### src/rtl/mem_port_arbiter.sv
`timescale 1ns/1ps
// Round-robin arbiter that shares one fixed-latency memory port among NUM_REQ
// valid/ready requesters, with a single transaction in flight at a time.
module mem_port_arbiter #(
    parameter int NUM_REQ     = 2,
    parameter int ADDR_W      = 10,
    parameter int MEM_LATENCY = 1
) (
    input  logic                           clk_i,
    input  logic                           rst_i,
    input  logic [NUM_REQ-1:0]             req_valid_i,
    output logic [NUM_REQ-1:0]             req_ready_o,
    input  logic [NUM_REQ-1:0]             req_we_i,
    input  logic [NUM_REQ-1:0][ADDR_W-1:0] req_addr_i,
    input  logic [NUM_REQ-1:0][1:0]        req_width_i,
    input  logic [NUM_REQ-1:0]             req_sext_i,
    input  logic [NUM_REQ-1:0][31:0]       req_wdata_i,
    output logic [NUM_REQ-1:0]             rsp_valid_o,
    input  logic [NUM_REQ-1:0]             rsp_ready_i,
    output logic [31:0]                    rsp_rdata_o,
    output logic [ADDR_W-1:0]              mem_addr_o,
    output logic [1:0]                     mem_width_o,
    output logic                           mem_sext_o,
    output logic                           mem_we_o,
    output logic [31:0]                    mem_wdata_o,
    input  logic [31:0]                    mem_rdata_i
);
    // Width encoding shared with the memory: BYTE=0, HALF=1, WORD=2.
    localparam logic [1:0] W_BYTE = 2'd0;
    localparam int IDX_W = (NUM_REQ > 1) ? $clog2(NUM_REQ) : 1;
    localparam int CNT_W = 2;

    localparam logic [1:0] S_IDLE  = 2'd0;
    localparam logic [1:0] S_ISSUE = 2'd1;
    localparam logic [1:0] S_WAIT  = 2'd2;
    localparam logic [1:0] S_RESP  = 2'd3;

    logic [1:0]        state_q,  state_d;
    logic [IDX_W-1:0]  rr_ptr_q, rr_ptr_d;
    logic [IDX_W-1:0]  grant_q,  grant_d;
    logic [CNT_W-1:0]  cnt_q,    cnt_d;
    logic              cmd_we_q, cmd_we_d;
    logic [ADDR_W-1:0] addr_q,   addr_d;
    logic [1:0]        width_q,  width_d;
    logic              sext_q,   sext_d;
    logic              mem_we_q, mem_we_d;
    logic [31:0]       wdata_q,  wdata_d;
    logic [31:0]       rdata_q,  rdata_d;

    logic              grant_found;
    logic [IDX_W-1:0]  grant_idx;
    logic [IDX_W-1:0]  cand_idx;
    logic [IDX_W-1:0]  next_rr;

    // First valid requester at or after rr_ptr, wrapping modulo NUM_REQ.
    always_comb begin
        grant_found = 1'b0;
        grant_idx   = '0;
        cand_idx    = '0;
        for (int k = 0; k < NUM_REQ; k++) begin
            cand_idx = IDX_W'((int'(rr_ptr_q) + k) % NUM_REQ);
            if (!grant_found && req_valid_i[cand_idx]) begin
                grant_found = 1'b1;
                grant_idx   = cand_idx;
            end
        end
        next_rr = IDX_W'((int'(grant_idx) + 1) % NUM_REQ);
    end

    always_comb begin
        req_ready_o = '0;
        rsp_valid_o = '0;
        if (state_q == S_IDLE && grant_found) begin
            req_ready_o[grant_idx] = 1'b1;
        end
        if (state_q == S_RESP) begin
            rsp_valid_o[grant_q] = 1'b1;
        end
    end

    // Address/width/sext hold between transactions so the memory's data_o stays
    // stable; write enable and write data are only live during ISSUE.
    always_comb begin
        state_d  = state_q;
        rr_ptr_d = rr_ptr_q;
        grant_d  = grant_q;
        cnt_d    = cnt_q;
        cmd_we_d = cmd_we_q;
        addr_d   = addr_q;
        width_d  = width_q;
        sext_d   = sext_q;
        mem_we_d = 1'b0;
        wdata_d  = '0;
        rdata_d  = rdata_q;
        case (state_q)
            S_IDLE: begin
                if (grant_found) begin
                    state_d  = S_ISSUE;
                    rr_ptr_d = next_rr;
                    grant_d  = grant_idx;
                    cmd_we_d = req_we_i[grant_idx];
                    addr_d   = req_addr_i[grant_idx];
                    width_d  = req_width_i[grant_idx];
                    sext_d   = req_sext_i[grant_idx];
                    mem_we_d = req_we_i[grant_idx];
                    wdata_d  = req_wdata_i[grant_idx];
                end
            end
            S_ISSUE: begin
                cnt_d   = CNT_W'(MEM_LATENCY - 1);
                state_d = S_WAIT;
            end
            S_WAIT: begin
                if (cnt_q == '0) begin
                    rdata_d = cmd_we_q ? 32'd0 : mem_rdata_i;
                    state_d = S_RESP;
                end else begin
                    cnt_d = cnt_q - CNT_W'(1);
                end
            end
            S_RESP: begin
                if (rsp_ready_i[grant_q]) begin
                    state_d = S_IDLE;
                end
            end
            default: state_d = S_IDLE;
        endcase
    end

    always_ff @(posedge clk_i or posedge rst_i) begin
        if (rst_i) begin
            state_q  <= S_IDLE;
            rr_ptr_q <= '0;
            grant_q  <= '0;
            cnt_q    <= '0;
            cmd_we_q <= 1'b0;
            addr_q   <= '0;
            width_q  <= W_BYTE;
            sext_q   <= 1'b0;
            mem_we_q <= 1'b0;
            wdata_q  <= '0;
            rdata_q  <= '0;
        end else begin
            state_q  <= state_d;
            rr_ptr_q <= rr_ptr_d;
            grant_q  <= grant_d;
            cnt_q    <= cnt_d;
            cmd_we_q <= cmd_we_d;
            addr_q   <= addr_d;
            width_q  <= width_d;
            sext_q   <= sext_d;
            mem_we_q <= mem_we_d;
            wdata_q  <= wdata_d;
            rdata_q  <= rdata_d;
        end
    end

    assign rsp_rdata_o = rdata_q;
    assign mem_addr_o  = addr_q;
    assign mem_width_o = width_q;
    assign mem_sext_o  = sext_q;
    assign mem_we_o    = mem_we_q;
    assign mem_wdata_o = wdata_q;

endmodule

### config.mk
export PLATFORM = sky130hd
export DESIGN_NAME = mem_port_arbiter
export DESIGN_NICKNAME = d
export VERILOG_FILES = /design/src/rtl/mem_port_arbiter.sv
export SDC_FILE = /design/constraint.sdc
export NUM_CORES = 1
export LEC_CHECK = 0
export ABC_AREA = 1
export ABC_CLOCK_PERIOD_IN_PS = 3750
export CORE_UTILIZATION = 38
export CTS_CLUSTER_SIZE = 40
export DETAILED_ROUTE_END_ITERATION = 10
export GPL_ROUTABILITY_DRIVEN = 1
export PLACE_DENSITY = 0.9
export SYNTH_ARGS = -nofsm -noshare
export SYNTH_HDL_FRONTEND = slang
export SYNTH_SLANG_ARGS = --single-unit
### constraint.sdc
create_clock -name clk_i -period 3.75 [get_ports clk_i]
set_input_delay 0.75 -clock clk_i [delete_from_list [all_inputs] [get_ports clk_i]]
set_output_delay 0.75 -clock clk_i [all_outputs]
set_load 0.02 [all_outputs]
==> results.py <==
metrics = {
    "outcome": {
        "status": "complete, no violations",
    },
    "synth": {
        "synth_cell_types": 20,
        "synth_seq_cells": 85,
        "synth.cells.most_frequent": "nand2_1 (172), dfrtp_1 (85), o21ai_0 (34)",
        "ys.flop_type": "dfrtp_1",
        "synth_nets": 542,
        "synth-seq-area-share": 0.568,
        "yosys_warnings": 0,
        "netlist_area_um2": 3740,
        "synth_top_area_frac": 0.568,
        "synthArstFlopShare": 1.00,
        "synth_edf_count": 0,
        "synth.most_common_cell": "nand2_1",
        "yosysTopAreaCell": "dfrtp_1",
        "synthCells": 407,
        "yosys-top-cells-area": "dfrtp_1 (57%), nand2_1 (17%), a21oi_2 (7.5%)",
        "avgSynthCellArea_um2": 9.20,
    },
    "routing": {
        "wl_mm": 11.1,
        "vias_per_cell": 4.78,
        "drc": 0,
        "firstDrtPassIters": 4,
        "ant_nets": 0,
        "first_iter_violations": 74,
        "post_drt_wl_per_cell_um": 14.9,
        "vias": 3558,
    },
    "floorplanning": {
        "floorplan.die_area_um2": 10300,
        "rows": 35,
        "ioPinCount": 212,
        "initial_core_util": 0.399,
        "core_area_um2": 9370,
        "die_x_um": 101,
        "die_y_um": 101,
    },
    "finish": {
        "n_antenna_cell": 0,
        "nets": 745,
        "drive_gt1_frac": 0.0976,
        "finish.instance_area_um2": 6120,
        "fin_util": 0.653,
        "areaGrowthSynthToFinish_pct": 63.4,
        "fillers": 761,
        "instances_no_fill": 744,
    },
    "global_route": {
        "grt_usage": 0.215,
        "grt_start_max_net_pins": 67,
        "grt_pass1_vias": 3580,
        "antenna_found_initial": 0,
        "grt_overflow": 0,
        "grt_pass1_wl_mm": 16.7,
    },
    "critical_path": {
        "worstPathRequired_ns": 3.00,
        "crit_arrival_ns": 2.45,
        "critPathKind": "input pin to output pin",
        "crit_fanout": 16,
        "reg2reg_depth": 8,
        "worst_setup_path_start_kind": "input pin",
        "endpoint_kind": "output pin",
        "r2r_setup_slack_ns": 1.86,
        "r2r_end": "cmd_we_q$_DFFE_PP0P_",
        "reg2reg_from": "state_q[0]$_DFFE_PP0P_",
    },
    "sta": {
        "worstMarginPinSlew_ns": 1.13,
        "setup_tns_ns": 0,
        "rsz0062_at_grt": "false",
        "setup_viol": 0,
        "final_max_slew_viol_count": 0,
        "fin_crit_ns": 3.20,
        "timing.hold.ws_ns": 0.486,
        "fin_worst_skew_ns": 0.0138,
        "slew_headroom": 0.249,
        "fin_crit_sh": 0.853,
        "fin_ws_ns": 0.552,
        "finalHoldViolations": 0,
        "max_freq_ghz": 0.313,
    },
    "worst_hold_path": {
        "hp-class": "register to register",
        "whs_endpoint": "rsp_rdata_o[20]$_DFFE_PP0P_",
        "hold_start": "rsp_rdata_o[20]$_DFFE_PP0P_",
        "min_path_cells": 2,
    },
    "placement": {
        "placed_cells": 728,
        "gp_congestion": 0.814,
        "place_ws_ns": 0.555,
        "numPortBuffers": 211,
        "post-dp-hpwl_mm": 8.34,
        "placed_area_um2": 5890,
    },
    "power": {
        "pwr-share-clk": 0.175,
        "power_frac_seq": 0.334,
        "peakVddDrop_uv": 405,
        "p_switching_mw": 1.68,
        "leakagePower_nw": 2.71,
        "power.total_mw": 4.21,
        "p_int_mw": 2.53,
        "power_frac_comb": 0.491,
        "switching_share": 0.400,
        "p_per_area_nw_per_um2": 689,
    },
    "clock_network": {
        "cts_buffer_depth": 2,
        "insertion_delay_ns": 0.34,
        "cts_tree": "yes",
        "cts-hold-fix-buffers": 0,
        "cts_made_buffers": 9,
        "clk_pin_slew_worst_paths_ns": 0.08,
        "post_cts_buffers": 0,
        "cts.root.buffer_cell": "clkbuf_8",
        "numClockSinks": 85,
        "cts_resized": 0,
        "cts_max_level": 3,
    },
    "run": {
        "maxCapViolations": 0,
    },
}
sequential cells by signal, summed over array words and instances (netlist names):
signal / flops
cnt_q: 2
mem_wdata_o: 32
mem_addr_o: 10
state_q: 2
grant_q: 1
cmd_we_q: 1
mem_width_o: 2
mem_we_o: 1
rr_ptr_q: 1
rsp_rdata_o: 32
mem_sext_o: 1
placed cells by master (no fill, tap or decap):
| master | n |
|---|---|
| nand2_1 | 171 |
| o21bai_1 | 1 |
| inv_2 | 1 |
| nor2_4 | 1 |
| nand3_1 | 31 |
| clkbuf_8 | 10 |
| nor2_1 | 1 |
| clkinv_4 | 1 |
| buf_4 | 4 |
| inv_1 | 13 |
| dfrtp_1 | 85 |
| o22ai_1 | 1 |
| nand4_1 | 2 |
| clkinv_2 | 1 |
| ha_1 | 5 |
| o21ai_0 | 34 |
| nor2_2 | 1 |
| clkdlybuf4s50_1 | 211 |
| bufinv_16 | 2 |
| clkinvlp_4 | 1 |
| inv_6 | 3 |
| a21oi_2 | 32 |
| nand2_2 | 2 |
| nor2_8 | 1 |
cells by family after synthesis:
| logic type | after synthesis | share of synthesized area |
|---|---|---|
| AO/OA/AOI/OAI | 68 | 0.124 |
| adder cells (fa/ha/maj) | 5 | 0.0167 |
| buffers and inverters | 39 | 0.0612 |
| flip-flops | 85 | 0.568 |
| AND/OR/NAND/NOR | 210 | 0.230 |
worst max-delay path by stage:
stage	start	to	slack [ns]
3_3_place_gp	req_valid_i[1]	req_ready_o[1]	0.58
2_1_floorplan	rst_i	cmd_we_q$_DFFE_PP0P_	0.81
4_1_cts	req_valid_i[1]	req_ready_o[1]	0.55
6_report	req_valid_i[1]	req_ready_o[1]	0.55
5_1_grt	req_valid_i[1]	req_ready_o[1]	0.48
3_5_place_dp	req_valid_i[1]	req_ready_o[1]	0.56
power by group through the flow:
stage | Combinational [mW] | Clock [mW] | Sequential [mW]
after floorplan | 0.832 | 0 | 1.76
after global placement | 2.02 | 0 | 1.40
after detailed placement | 2.09 | 0 | 1.42
after CTS | 2.09 | 0.756 | 1.41
after global routing | 2.24 | 0.797 | 1.44
final | 2.07 | 0.738 | 1.41
layout make-up:
class                   count  area, µm²  share of cell area
flip-flops and latches     85       2130               0.348
clock buffers              10        138              0.0225
multi-input cells         283       1390               0.227
well taps                 129        161              0.0264
clock inverters             6       93.8              0.0153
repair buffers            215       2140               0.350
inverters                  16       66.3              0.0108
worst max-delay path: stages:
cell             delay, ns
clkdlybuf4s50_1       0.52
nand2_2               0.18
nor2_4                0.33
clkdlybuf4s50_1       0.67
routing by layer:
layer	share of wire	up-vias	routed length, µm	global-route usage
li1	-	1706	-	-
met1	0.37	1680	4120	0.231
met2	0.53	150	5850	0.397
met3	0.079	22	869	0.0607
met4	0.020	0	222	0.0858
met5	0	-	0	0
No activity file was read; power rests on OpenSTA's default activity.
